File: src/rtl/fp_mul_pkg.sv
// Shared types and helpers for the FP multiply mantissa path.
// Radix-4 Booth recoding lives here so any stage can reuse it.
package fp_mul_pkg;

    localparam int unsigned MANT_W = 24;
    localparam int unsigned FRAC_W = 23;

    typedef enum logic [2:0] {ZERO, POS1, POS2, NEG1, NEG2} booth_digit_e;

    typedef enum logic [1:0] {IDLE, CALC, DONE} state_e;

    // bits = {B[2i+1], B[2i], B[2i-1]}
    function automatic booth_digit_e booth_recode(input logic [2:0] bits);
        booth_digit_e d;
        case (bits)
            3'b001, 3'b010: d = POS1;
            3'b011:         d = POS2;
            3'b100:         d = NEG2;
            3'b101, 3'b110: d = NEG1;
            default:        d = ZERO;
        endcase
        return d;
    endfunction

endpackage

File: src/rtl/fp_mul_booth_pp.sv
// Combinational Booth partial-product generator: digit * A as a
// two's-complement value wide enough for +/-2*A.
module fp_mul_booth_pp
    import fp_mul_pkg::*;
#(
    parameter int unsigned MANT_W = fp_mul_pkg::MANT_W
) (
    input  logic [MANT_W-1:0] a,
    input  booth_digit_e      digit,
    output logic signed [MANT_W+1:0] pp
);

    logic [MANT_W+1:0] a1;
    logic [MANT_W+1:0] a2;

    assign a1 = {2'b00, a};
    assign a2 = {1'b0, a, 1'b0};

    always_comb begin
        pp = '0;
        case (digit)
            POS1:    pp = a1;
            POS2:    pp = a2;
            NEG1:    pp = -a1;
            NEG2:    pp = -a2;
            default: pp = '0;
        endcase
    end

endmodule

File: src/rtl/fp_mul_booth_seq.sv
// Sequential radix-4 Booth significand multiplier, one digit per cycle,
// valid/ready on both sides; produces the full 48-bit product for norm.
module fp_mul_booth_seq
    import fp_mul_pkg::*;
#(
    parameter int unsigned MANT_W = fp_mul_pkg::MANT_W,
    parameter int unsigned TAG_W  = 12
) (
    input  logic                  clk,
    input  logic                  rst_n,
    input  logic                  flush,
    input  logic                  in_valid,
    output logic                  in_ready,
    input  logic                  hid_X,
    input  logic [MANT_W-2:0]     frc_X,
    input  logic                  hid_Y,
    input  logic [MANT_W-2:0]     frc_Y,
    input  logic [TAG_W-1:0]      tag_in,
    output logic                  out_valid,
    input  logic                  out_ready,
    output logic [2*MANT_W-1:0]   frc_Z_full,
    output logic [TAG_W-1:0]      tag_out
);

    localparam int unsigned STEPS = (MANT_W + 2) / 2;
    localparam int unsigned CNT_W = $clog2(STEPS);
    localparam int unsigned ACC_W = 2 * MANT_W + 2;

    state_e state, state_nxt;

    logic [MANT_W-1:0]  a_q;
    logic [MANT_W-1:0]  b_q;
    logic [TAG_W-1:0]   tag_q;
    logic [CNT_W-1:0]   cnt;
    logic [ACC_W-1:0]   acc;
    logic [ACC_W-1:0]   acc_nxt;
    logic [MANT_W+2:0]  b_ext;
    logic [CNT_W:0]     shamt;
    booth_digit_e       digit;
    logic signed [MANT_W+1:0] pp;
    logic               last;
    logic               accept;

    // Zero-extended B with the implicit B[-1]=0 at bit 0
    assign b_ext  = {2'b00, b_q, 1'b0};
    assign shamt  = {cnt, 1'b0};
    assign digit  = booth_recode(b_ext[shamt +: 3]);
    assign last   = (cnt == CNT_W'(STEPS - 1));
    assign accept = in_valid && in_ready;

    fp_mul_booth_pp #(.MANT_W(MANT_W)) u_pp (
        .a     (a_q),
        .digit (digit),
        .pp    (pp)
    );

    assign acc_nxt = acc + ({{(ACC_W-MANT_W-2){pp[MANT_W+1]}}, pp} << shamt);

    always_ff @(posedge clk) begin
        if (!rst_n) state <= IDLE;
        else        state <= state_nxt;
    end

    always_comb begin
        state_nxt = state;
        in_ready  = 1'b0;
        out_valid = 1'b0;
        case (state)
            IDLE: begin
                in_ready = 1'b1;
                if (in_valid) state_nxt = CALC;
            end
            CALC: if (last) state_nxt = DONE;
            DONE: begin
                out_valid = 1'b1;
                if (out_ready) state_nxt = IDLE;
            end
            default: state_nxt = IDLE;
        endcase
        if (flush) state_nxt = IDLE;
    end

    // Results move to the output registers only on completion, so an
    // aborted operation leaves frc_Z_full/tag_out at their last values.
    always_ff @(posedge clk) begin
        if (!rst_n) begin
            a_q        <= '0;
            b_q        <= '0;
            tag_q      <= '0;
            cnt        <= '0;
            acc        <= '0;
            frc_Z_full <= '0;
            tag_out    <= '0;
        end else if (!flush) begin
            if (accept) begin
                a_q   <= {hid_X, frc_X};
                b_q   <= {hid_Y, frc_Y};
                tag_q <= tag_in;
                cnt   <= '0;
                acc   <= '0;
            end else if (state == CALC) begin
                acc <= acc_nxt;
                if (last) begin
                    frc_Z_full <= acc_nxt[2*MANT_W-1:0];
                    tag_out    <= tag_q;
                end else begin
                    cnt <= cnt + 1'b1;
                end
            end
        end
    end

    a_prod: assert property (@(posedge clk) disable iff (!rst_n)
        out_valid |-> frc_Z_full == (2*MANT_W)'(a_q) * (2*MANT_W)'(b_q));
    a_hold: assert property (@(posedge clk) disable iff (!rst_n)
        out_valid && !out_ready && !flush |=>
            out_valid && $stable(frc_Z_full) && $stable(tag_out));
    a_excl: assert property (@(posedge clk) disable iff (!rst_n)
        !(in_ready && out_valid));
    a_cnt: assert property (@(posedge clk) disable iff (!rst_n)
        cnt < CNT_W'(STEPS));
    a_top: assert property (@(posedge clk) disable iff (!rst_n)
        state == DONE |-> acc[ACC_W-1:2*MANT_W] == '0);

endmodule
File: config.mk
export PLATFORM = sky130hd
export DESIGN_NAME = fp_mul_booth_seq
export DESIGN_NICKNAME = d
export VERILOG_FILES = /design/src/rtl/fp_mul_pkg.sv /design/src/rtl/fp_mul_booth_pp.sv /design/src/rtl/fp_mul_booth_seq.sv
export SDC_FILE = /design/constraint.sdc
export NUM_CORES = 1
export LEC_CHECK = 0
export ABC_AREA = 1
export CORE_ASPECT_RATIO = 0.75
export CORE_MARGIN = 1
export CORE_UTILIZATION = 54
export CTS_BUF_LIST = sky130_fd_sc_hd__clkbuf_4 sky130_fd_sc_hd__clkbuf_8 sky130_fd_sc_hd__clkbuf_16
export CTS_CLUSTER_SIZE = 25
export DETAILED_ROUTE_END_ITERATION = 8
export GPL_TIMING_DRIVEN = 0
export PLACE_DENSITY = 0.79
export SETUP_SLACK_MARGIN = 0.2
export SLEW_MARGIN = 20
export SYNTH_ARGS = -nofsm -noshare
export SYNTH_HDL_FRONTEND = slang
export SYNTH_HIERARCHICAL = 1
export SYNTH_SLANG_ARGS = --single-unit
File: constraint.sdc
create_clock -name clk -period 4.44 [get_ports clk]
set_clock_uncertainty 0.2 [all_clocks]
set_input_delay 0.666 -clock clk [delete_from_list [all_inputs] [get_ports clk]]
set_output_delay 0.666 -clock clk [all_outputs]
set_load 0.01 [all_outputs]
==> run_results.csv <==
group,metric,value,unit
run_status,status,"finished with violations",
run_status,violations,"negative setup slack",
yosys,async_flop_share,0,
sta,setup_viol,90,
detailed_routing,top_layer,"met5",
yosys,synthSimpleGateAreaFrac,0.395,
grt,first_global_vias,15000,
yosys,yosysUniqueCellTypes,49,
yosys,ys_seq_elements,174,
floorplan,fp.dieArea,0.0259,mm2
yosys,muxShareOfSynthArea,0.00807,
cells_and_area,drive_gt1_frac,0.276,
clock_network,clock-root-buffer,"clkbuf_16",
clock_network,clk-insertion-delay-late,0.46,ns
setup_path,slowest_stage,"dfxtp_4",
yosys,seq_area_frac_synth,0.255,
cells_and_area,final_cell_mix,"566 x nand2_1, 305 x inv_1, 211 x nor2_1, 172 x dfxtp_1, 125 x clkdlybuf4s50_1",
placed_design,io_buffer_count,125,
sta,slew-limit-headroom,0.351,
detailed_routing,ant_nets,0,
yosys,synthFlopType,"dfxtp_1",
setup_path,path_class,"reg2reg",
grt,grt_overflow_total,0,
pwr,vdd_drop_max,0.315,mV
yosys,synth_nets,2450,
setup_path,crit_path_frequent_cell,"nand2_1",
cells_and_area,seq_area,0.00349,mm2
grt,grt_max_degree,18,
clock_network,cts_buffers,17,
grt,grt_use_total,0.409,
detailed_routing,met2RoutedLength,23.0,mm
clock_network,cts_num_sinks,174,
floorplan,rows,49,
flow_run,maxCapViolations,0,
setup_path,start_kind,"flip-flop",
floorplan,die-width,185,um
detailed_routing,first_pass_iters,6,
sta,rsz0062_at_grt,"true",
cells_and_area,nets,2680,
yosys,syn_area,0.0136,mm2
cells_and_area,nFillCells,1819,
yosys,yosysWarnings,6,
floorplan,die_h,140,um
sta,period_minus_slack,5.35,ns
detailed_routing,wl_met1,22.8,mm
cells_and_area,final_common_cell,"nand2_1",
hold_path,holdCritPathClass,"reg2reg",
grt,antenna_found_initial,1,
placed_design,pre_cts_ws,-1.40,ns
yosys,synthCells,2330,
cells_and_area,multi_input_area,0.0109,mm2
floorplan,initial_core_util,0.559,
detailed_routing,avgViaCountPerCell,5.82,
clock_network,cts_tree,"done",
setup_path,critical_path_arrival,5.50,ns
pwr,leakage,9.07,nW
sta,min_period_over_period,1.20,
grt,grt_pass1_wl,81.2,mm
detailed_routing,drcViolationCount,0,
detailed_routing,drt_iter0_drc,2242,
cells_and_area,syn_to_final_growth,42.2,%
floorplan,io_pins,127,
clock_network,clk_path_buf_depth,2,
setup_path,cp_max_fo,10,
yosys,postSynthAreaPerCell,5.85,um2
detailed_routing,post_drt_wl_per_cell,19.2,um
sta,setup_tns,-58.41,ns
pwr,powerDensity,236,mW/mm2
setup_path,crit_path_end_kind,"flip-flop",
sta,hold_violations,0,
sta,fin_ws,-0.908,ns
setup_path,max_stage_delay,0.40,ns
placed_design,dp_hpwl,39.5,mm
setup_path,cp.required,4.60,ns
detailed_routing,routed_wl,55.8,mm
sta,report.final.slew_viol_count,0,
floorplan,core,0.0244,mm2
yosys,synth-compound-area-share,0.140,
sta,fmaxAchievable,187,MHz
placed_design,gp_congestion,1.08,
yosys,synth_xor_area_frac,0.0186,
detailed_routing,dr_wl_met3,8.07,mm
detailed_routing,vias,16900,
yosys,synth_fa_ha_area_frac,0.0510,
yosys,synth_top_family_by_area,"simple AND/OR/NAND/NOR gates",
sta,tightest_slew,0.974,ns
clock_network,clk_pin_slew,0.08,ns
yosys,synth-edff-count,0,
clock_network,h-tree-depth,4,
## metal layers
layer,vias up,track usage
met1,7824,0.563
met5,-,0
met4,2,0.126
met2,1094,0.585
li1,7813,-
met3,187,0.152
## timing repair
action,in CTS,in global routing
setup endpoints to repair,94,94
cloned,2,0
buffers inserted,52,32
pin swaps,81,142
hold buffers,0,0
resized for setup,306,301
## worst paths after layout
check | start | to | slack [ns] | cells past startpoint
max | cnt[1] | frc_Z_full[35] | -0.91 | 36
min | tag_q[1] | tag_out[1] | 0.26 | 2
max reg2reg | cnt[1] | frc_Z_full[35] | -0.91 | 36
min reg2reg | tag_q[1] | tag_out[1] | 0.26 | 2
## metrics by stage
stage / cells / hold slack [ns] / area [um2] / total power (W) / utilization
finish: 2906 / 0.257 / 19400 / 0.00457 / 0.795
global route: 2904 / 0.276 / 19400 / 0.00469 / 0.795
CTS: 2872 / 0.254 / 17900 / 0.00435 / 0.734
global placement: 2786 / 0.240 / 15600 / 0.00259 / 0.638
detailed placement: 2786 / 0.242 / 15600 / 0.00261 / 0.638
floorplan: 2330 / 0.230 / 13900 / 0.00229 / -
## registers in the layout, indices dropped and copies added (netlist names)
register,count
a_q,24
cnt,4
tag_out,12
frc_Z_full,48
state,2
acc,48
b_q,24
tag_q,12
## kinds of logic after synthesis
family / after synthesis
and+or+nand+nor: 1245
buffers and inverters: 450
AOI/OAI and AO/OA: 366
DFF: 174
adders and majority gates: 55
xor gates and xnor gates: 29
muxes: 11
## area by class of cell
class	count	area share
diodes	2	0.000258
multi-input cells	1706	0.561
well taps	331	0.0214
inverters	360	0.0716
flip-flops and latches	174	0.180
clock inverters	13	0.00794
plain buffers	90	0.0326
repair buffers	211	0.103
clock buffers	19	0.0227
## report_power, final
group	internal [W]	total, W	switching [W]
sequential	0.00160	0.00164	0.0000413
combinational	0.000516	0.00134	0.000822
clock	0.000814	0.00159	0.000772
## cell usage after synthesis (4+ instances only)
cell | n | area (um2)
xor2_1 | 26 | 228
ha_1 | 54 | 676
nand3_1 | 155 | 776
nor2_1 | 260 | 976
a31oi_1 | 10 | 62.6
buf_1 | 5 | 18.8
buf_6 | 5 | 56.3
nor2_2 | 25 | 156
buf_2 | 27 | 135
dfxtp_1 | 174 | 3480
nor4_1 | 6 | 37.5
nand3_2 | 12 | 120
nand4_1 | 19 | 119
o22ai_1 | 17 | 106
a21oi_1 | 152 | 761
clkbuf_1 | 43 | 161
nand3b_1 | 17 | 128
nand2_2 | 14 | 87.6
a21o_1 | 4 | 30.0
nor3_1 | 7 | 35.0
nand2_1 | 698 | 2620
inv_2 | 15 | 56.3
o21ai_0 | 159 | 796
nor2_4 | 12 | 135
inv_1 | 343 | 1290
o21ai_1 | 11 | 55.1
mux2i_1 | 11 | 110
or2_2 | 7 | 43.8
buf_4 | 9 | 67.6
## worst max-delay path: cells and delay by family, from the launching register on
family | cells | cell delay, ns
flops | 1 | 0.40
compound gates | 7 | 0.94
buf+inv | 9 | 0.98
simple gates | 18 | 2.16
fa+ha+maj | 2 | 0.56
No activity file was read; power rests on OpenSTA's default activity.
